==> config.mk <==
export PLATFORM = sky130hd
export DESIGN_NAME = frame_fsm_monitor
export DESIGN_NICKNAME = d
export VERILOG_FILES = /design/src/rtl/frame_fsm_monitor.sv
export SDC_FILE = /design/constraint.sdc
export NUM_CORES = 1
export LEC_CHECK = 0
export CAP_MARGIN = 20
export CELL_PAD_IN_SITES_DETAIL_PLACEMENT = 1
export CELL_PAD_IN_SITES_GLOBAL_PLACEMENT = 1
export CORE_MARGIN = 3
export CORE_UTILIZATION = 35
export CTS_CLUSTER_DIAMETER = 30
export DETAILED_ROUTE_END_ITERATION = 10
export GPL_ROUTABILITY_DRIVEN = 0
export MAX_ROUTING_LAYER = met4
export PLACE_DENSITY = 0.66
export SKIP_CTS_REPAIR_TIMING = 1
export SYNTH_ARGS = -nofsm -noshare
export SYNTH_HDL_FRONTEND = slang
export SYNTH_SLANG_ARGS = --single-unit
==> constraint.sdc <==
create_clock -name i_clk -period 5.15 [get_ports i_clk]
set_clock_uncertainty 0.1 [all_clocks]
set_input_delay 1.2875 -clock i_clk [delete_from_list [all_inputs] [get_ports i_clk]]
set_output_delay 1.2875 -clock i_clk [all_outputs]
set_load 0.02 [all_outputs]
==> src/rtl/frame_fsm_monitor.sv <==
// Frame FSM monitor: watches an externally generated frame FSM state and its
// frame counter, flags illegal transitions, count-gate violations, counter
// discontinuities and dwell timeouts, and keeps a sticky first-error capture
// plus a saturating error total.
module frame_fsm_monitor #(
   parameter int COUNT_W   = 6,
   parameter int FRAME_LEN = 40,
   parameter int WR_END    = 17,
   parameter int RD_END    = 35,
   parameter int LOAD_AT   = 39,
   parameter int MAX_DWELL = 64,
   parameter int ERRCNT_W  = 8
) (
   input  logic                i_clk,
   input  logic                i_rst_n,
   input  logic [COUNT_W-1:0]  i_count,
   input  logic [2:0]          i_state,
   input  logic                i_clear,
   output logic                o_errPulse,
   output logic                o_errValid,
   output logic [2:0]          o_errCode,
   output logic [2:0]          o_errPrevState,
   output logic [2:0]          o_errCurState,
   output logic [COUNT_W-1:0]  o_errCount,
   output logic [ERRCNT_W-1:0] o_errTotal
);

   typedef enum logic [2:0] {
      ST_INIT         = 3'd0,
      ST_LOAD_COMMAND = 3'd1,
      ST_START_FRAME  = 3'd2,
      ST_WRC_LOW      = 3'd3,
      ST_WRC_HIGH     = 3'd4,
      ST_END_FRAME    = 3'd5,
      ST_RDC_LOW      = 3'd6,
      ST_RDC_HIGH     = 3'd7
   } state_t;

   typedef enum logic [2:0] {
      ERR_NONE    = 3'd0,
      ERR_ILLEGAL = 3'd1,
      ERR_GATE    = 3'd2,
      ERR_DISCONT = 3'd3,
      ERR_DWELL   = 3'd4
   } err_code_t;

   localparam int                  DWELL_W   = $clog2(MAX_DWELL + 1);
   localparam logic [DWELL_W-1:0]  LP_DWELL  = DWELL_W'(MAX_DWELL);
   localparam logic [COUNT_W-1:0]  LP_LAST   = COUNT_W'(FRAME_LEN - 1);
   localparam logic [COUNT_W:0]    LP_LEN    = (COUNT_W + 1)'(FRAME_LEN);
   localparam logic [COUNT_W-1:0]  LP_WR_END = COUNT_W'(WR_END);
   localparam logic [COUNT_W-1:0]  LP_RD_END = COUNT_W'(RD_END);
   localparam logic [COUNT_W-1:0]  LP_LOAD   = COUNT_W'(LOAD_AT);

   state_t             r_prev_state;
   logic [COUNT_W-1:0] r_prev_count;
   logic [DWELL_W-1:0] r_dwell;
   logic               r_primed;

   state_t             w_cur_state;
   logic               w_changed;
   logic               w_legal;
   logic               w_gate_ok;
   logic [COUNT_W-1:0] w_exp_count;
   logic               w_discont;
   logic [DWELL_W-1:0] w_dwell_next;
   logic               w_timeout;
   err_code_t          w_code;

   assign w_cur_state = state_t'(i_state);

   // Classify the current sample against the registered previous sample.
   always_comb begin
      // NOTE: every combinational output gets a default first so no path leaves it unassigned (no latch).
      w_legal   = 1'b0;
      w_gate_ok = 1'b1;
      w_changed = (w_cur_state != r_prev_state);

      case (r_prev_state)
         ST_INIT, ST_END_FRAME: begin
            if (w_cur_state == ST_LOAD_COMMAND) begin
               w_legal   = 1'b1;
               w_gate_ok = (r_prev_count == LP_LOAD);
            end
         end
         ST_LOAD_COMMAND: w_legal = (w_cur_state == ST_START_FRAME);
         ST_START_FRAME:  w_legal = (w_cur_state == ST_WRC_LOW);
         ST_WRC_LOW:      w_legal = (w_cur_state == ST_WRC_HIGH);
         ST_WRC_HIGH: begin
            if (w_cur_state == ST_WRC_LOW) begin
               w_legal   = 1'b1;
               w_gate_ok = (r_prev_count != LP_WR_END);
            end else if (w_cur_state == ST_RDC_LOW) begin
               w_legal   = 1'b1;
               w_gate_ok = (r_prev_count == LP_WR_END);
            end
         end
         ST_RDC_LOW:      w_legal = (w_cur_state == ST_RDC_HIGH);
         ST_RDC_HIGH: begin
            if (w_cur_state == ST_RDC_LOW) begin
               w_legal   = 1'b1;
               w_gate_ok = (r_prev_count != LP_RD_END);
            end else if (w_cur_state == ST_END_FRAME) begin
               w_legal   = 1'b1;
               w_gate_ok = (r_prev_count == LP_RD_END);
            end
         end
         default: ;
      endcase

      w_exp_count = (r_prev_count == LP_LAST) ? '0 : r_prev_count + COUNT_W'(1);
      w_discont   = (i_count != w_exp_count) || ({1'b0, i_count} >= LP_LEN);

      // Dwell counts samples spent in the current state; a change restarts at 1.
      if (w_changed)
         w_dwell_next = DWELL_W'(1);
      else if (r_dwell == LP_DWELL)
         w_dwell_next = r_dwell;
      else
         w_dwell_next = r_dwell + DWELL_W'(1);

      // Only the first arrival at the limit is reported, not the saturated hold.
      w_timeout = (w_dwell_next == LP_DWELL) && (r_dwell != LP_DWELL);

      // Lowest code wins when several checks fail on the same sample.
      w_code = ERR_NONE;
      if (r_primed) begin
         if (w_changed && !w_legal)
            w_code = ERR_ILLEGAL;
         else if (w_changed && !w_gate_ok)
            w_code = ERR_GATE;
         else if (w_discont)
            w_code = ERR_DISCONT;
         else if (w_timeout)
            w_code = ERR_DWELL;
      end
   end

   // Sample history, dwell counter and the post-reset priming flag.
   always_ff @(posedge i_clk or negedge i_rst_n) begin
      if (!i_rst_n) begin
         r_prev_state <= ST_INIT;
         r_prev_count <= '0;
         r_dwell      <= '0;
         r_primed     <= 1'b0;
      end else begin
         // NOTE: sequential state uses non-blocking assignments so every register sees pre-edge values.
         r_prev_state <= w_cur_state;
         r_prev_count <= i_count;
         r_dwell      <= w_dwell_next;
         r_primed     <= 1'b1;
      end
   end

   // Error pulse, sticky first-error capture and saturating total.
   always_ff @(posedge i_clk or negedge i_rst_n) begin
      if (!i_rst_n) begin
         o_errPulse     <= 1'b0;
         o_errValid     <= 1'b0;
         o_errCode      <= '0;
         o_errPrevState <= '0;
         o_errCurState  <= '0;
         o_errCount     <= '0;
         o_errTotal     <= '0;
      end else begin
         o_errPulse <= (w_code != ERR_NONE);
         if (i_clear) begin
            // A clear wipes history; an error on the same sample starts it afresh.
            o_errValid     <= (w_code != ERR_NONE);
            o_errCode      <= (w_code != ERR_NONE) ? w_code       : 3'd0;
            o_errPrevState <= (w_code != ERR_NONE) ? r_prev_state : 3'd0;
            o_errCurState  <= (w_code != ERR_NONE) ? i_state      : 3'd0;
            o_errCount     <= (w_code != ERR_NONE) ? r_prev_count : '0;
            o_errTotal     <= (w_code != ERR_NONE) ? ERRCNT_W'(1) : '0;
         end else if (w_code != ERR_NONE) begin
            if (!o_errValid) begin
               o_errValid     <= 1'b1;
               o_errCode      <= w_code;
               o_errPrevState <= r_prev_state;
               o_errCurState  <= i_state;
               o_errCount     <= r_prev_count;
            end
            if (!(&o_errTotal))
               o_errTotal <= o_errTotal + ERRCNT_W'(1);
         end
      end
   end

endmodule

==> flow_summary_export.csv <==
group,metric,value,unit
finish,final_cell_mix,"dfrtp_1 (42), clkdlybuf4s50_1 (35), nor2_1 (19), a22o_1 (13), inv_1 (12)",
clock_network,insertion_delay,290,ps
finish,regArea,1050,sq um
power_and_ir_drop,p_clk_share,28.8,%
global_route,grt_pass1_wl,9950,um
global_route,grt_pass1_vias,1960,
timing,setup_viol,0,
finish,multi_input_area,1200,sq um
floorplan,fp.dieW,88.5,um
global_route,antenna_found_initial,0,
finish,area.growth.synth_to_final,19.1,%
timing,worst_pin_slew,962,ps
route,drt_wl_total,5700,um
synth,synthesis.nets,255,
timing,finalCritPeriodShare,81.1,%
worst_setup_path,crit_arrival,4260,ps
power_and_ir_drop,ir_drop,0.101,mV
timing,fmax,240,MHz
timing,fin_worst_hold_slack,405,ps
worst_setup_path,crit_type,"in2reg",
min_path,hold_class,"reg2reg",
synth,yosys_warnings,0,
power_and_ir_drop,power.density,253,nW/um^2
placed_design,postPlaceCellArea,2760,sq um
power_and_ir_drop,switchingPower,0.213,mW
flow_run,drv_cap,0,
floorplan,num_rows,29,
worst_setup_path,cp-end-kind,"register",
timing,hold_viol,0,
timing,slew_headroom,35.9,%
power_and_ir_drop,p_int,0.504,mW
worst_setup_path,cp-start-kind,"input pin",
clock_network,clock_path_buffers,2,
synth,synth_area,2380,sq um
floorplan,fp.dieH,88.5,um
route,num_vias,1909,
global_route,grt_start_max_net_pins,43,
finish,layout_commonest_cell,"dfrtp_1",
clock_network,cts_root_buffer,"clkbuf_8",
timing,fin_tns_setup,0,ps
power_and_ir_drop,combPwrFrac,19.6,%
route,drc,0,
clock_network,clock-sinks,42,
worst_setup_path,cp_data_required_time,5230,ps
global_route,track_usage,16.8,%
clock_network,htreeDepth,2,
synth,ys_types,56,
power_and_ir_drop,swShare,29.7,%
synth,yosys_register_bits,42,
route,drtIter0Drc,88,
global_route,grt.overflow.total,0,
floorplan,num_io_pins,37,
synth,ys.flop_type,"dfrtp_1",
clock_network,cts_tree,"yes",
clock_network,cts_made_buffers,5,
placed_design,dpl.hpwl,3960,um
timing,grt_setup_unrepaired,"no",
worst_setup_path,crit_fanout,16,
floorplan,core_area,6460,sq um
synth,avgSynthCellArea,10.0,sq um
synth,synth_edf_count,0,
route,vias_per_cell,5.53,
route,first_pass_iters,4,
finish,antenna_cells,0,
synth,synthCells,238,
outcome,status,"finished, final reports clean",
placed_design,pre_cts_ws,671,ps
power_and_ir_drop,seqPwrFrac,51.7,%
route,final_antenna_net_count,0,
placed_design,place.port_buffers,36,
finish,finalNetCount,285,
floorplan,dieArea,7830,sq um
synth,async_reset_ff_share,100,%
timing,fin_crit,4180,ps
synth,yosysSeqAreaShare,44.1,%
finish,finalInstanceArea,2840,sq um
floorplan,initial_core_util,36.9,%
finish,drive_gt1_share,6.72,%
timing,slew_violations,0,
finish,nFillCells,748,
route,wl_per_cell,16.5,um
timing,setup_ws,975,ps
power_and_ir_drop,leakage,1.15,nW
clock_network,path_clk_slew,80,ps
-- kinds of logic (layout without fill, tap and decap cells) --
| logic type | Yosys count | in the layout | synth area share (%) |
|---|---|---|---|
| DFF | 42 | 42 | 44.1 |
| adders and majority gates | 5 | 5 | 2.63 |
| other | 1 | 1 | 0.157 |
| xor gates and xnor gates | 12 | 12 | 4.41 |
| and+or+nand+nor | 86 | 86 | 20.2 |
| buffers and inverters | 26 | 56 | 5.41 |
| AOI/OAI and AO/OA | 63 | 63 | 21.7 |
| muxes | 3 | 3 | 1.42 |
-- registers in the layout, indices dropped and copies added, names as in the netlist, 3 cells and up --
signal and cells:
o_errTotal 8, r_dwell 7, o_errCount 6, r_prev_count 6, o_errCode 3, o_errCurState 3, o_errPrevState 3, r_prev_state 3
-- critical path, stage by stage --
cell and delay (ps):
clkdlybuf4s50_1 640, inv_1 130, a2111oi_0 540, o221ai_1 180
a21oi_1 340, a2111oi_4 140, o22ai_4 440, nor2b_1 220
mux2_1 330
-- layout make-up --
class	count	share of cell area, %
clock buffers	5	2.43
flip-flops and latches	42	37.1
multi-input cells	170	42.4
well taps	77	3.40
repair buffers	37	12.8
inverters	12	1.59
clock inverters	2	0.353
-- layer usage --
layer  track usage (%)  wire length, um  vias up
met5                 -                0        -
met4              4.53               31        0
met3              3.17              133        2
met2              24.9             2620       33
met1              23.5             2910      944
li1                  -                -      930
-- power groups by stage --
stage / clock [mW] / combinational, mW / sequential [mW]
CTS: 0.215 / 0.142 / 0.371
finish: 0.206 / 0.140 / 0.371
detailed placement: 0 / 0.141 / 0.377
global placement: 0 / 0.139 / 0.377
global route: 0.228 / 0.155 / 0.374
floorplan: 0 / 0.0726 / 0.385
-- synth_stat cells (2+ instances only) --
cell	instances	area (sq um)
dfrtp_1	42	1050
nor2_1	19	71.3
a22o_1	13	114
inv_1	12	45.0
a21oi_1	11	55.1
nand2_1	10	37.5
nor2b_1	10	62.6
clkbuf_1	9	33.8
nand3_1	8	40.0
xnor2_1	8	70.1
o21ai_0	7	35.0
a31oi_1	6	37.5
and3_1	6	37.5
ha_1	5	62.6
nand3b_1	5	37.5
nor3_1	5	25.0
or3_1	5	31.3
buf_6	4	45.0
xor2_1	4	35.0
a31o_1	3	26.3
nand2b_1	3	18.8
nand4_1	3	18.8
o311ai_0	3	26.3
a2111o_1	2	22.5
a211o_1	2	17.5
and2_1	2	12.5
mux2_1	2	22.5
-- through the flow --
step	cells	power, mW	util, %
final	345	0.717	43.9
after global routing	345	0.758	43.9
after CTS	345	0.728	43.9
after detailed placement	338	0.518	42.7
after global placement	338	0.517	42.7
after floorplan	238	0.457	-
-- worst paths after layout --
path | end | start | slack, ps | cells after the start
worst min register to register | o_errCurState[0]$_DFFE_PN0P_ | o_errCurState[0]$_DFFE_PN0P_ | 410 | 1
min in group asynchronous | r_prev_state[0]$_DFF_PN0_ | i_rst_n | 1040 | 1
max in group asynchronous | o_errTotal[6]$_DFFE_PN0P_ | i_rst_n | 3320 | 1
worst max register to register | o_errTotal[3]$_DFFE_PN0P_ | r_prev_count[0]$_DFF_PN0_ | 1620 | 9
worst min-delay path | o_errCurState[0]$_DFFE_PN0P_ | o_errCurState[0]$_DFFE_PN0P_ | 410 | 1
worst max-delay path | o_errTotal[3]$_DFFE_PN0P_ | i_state[0] | 970 | 9
Power figures use the tool's default switching activity.
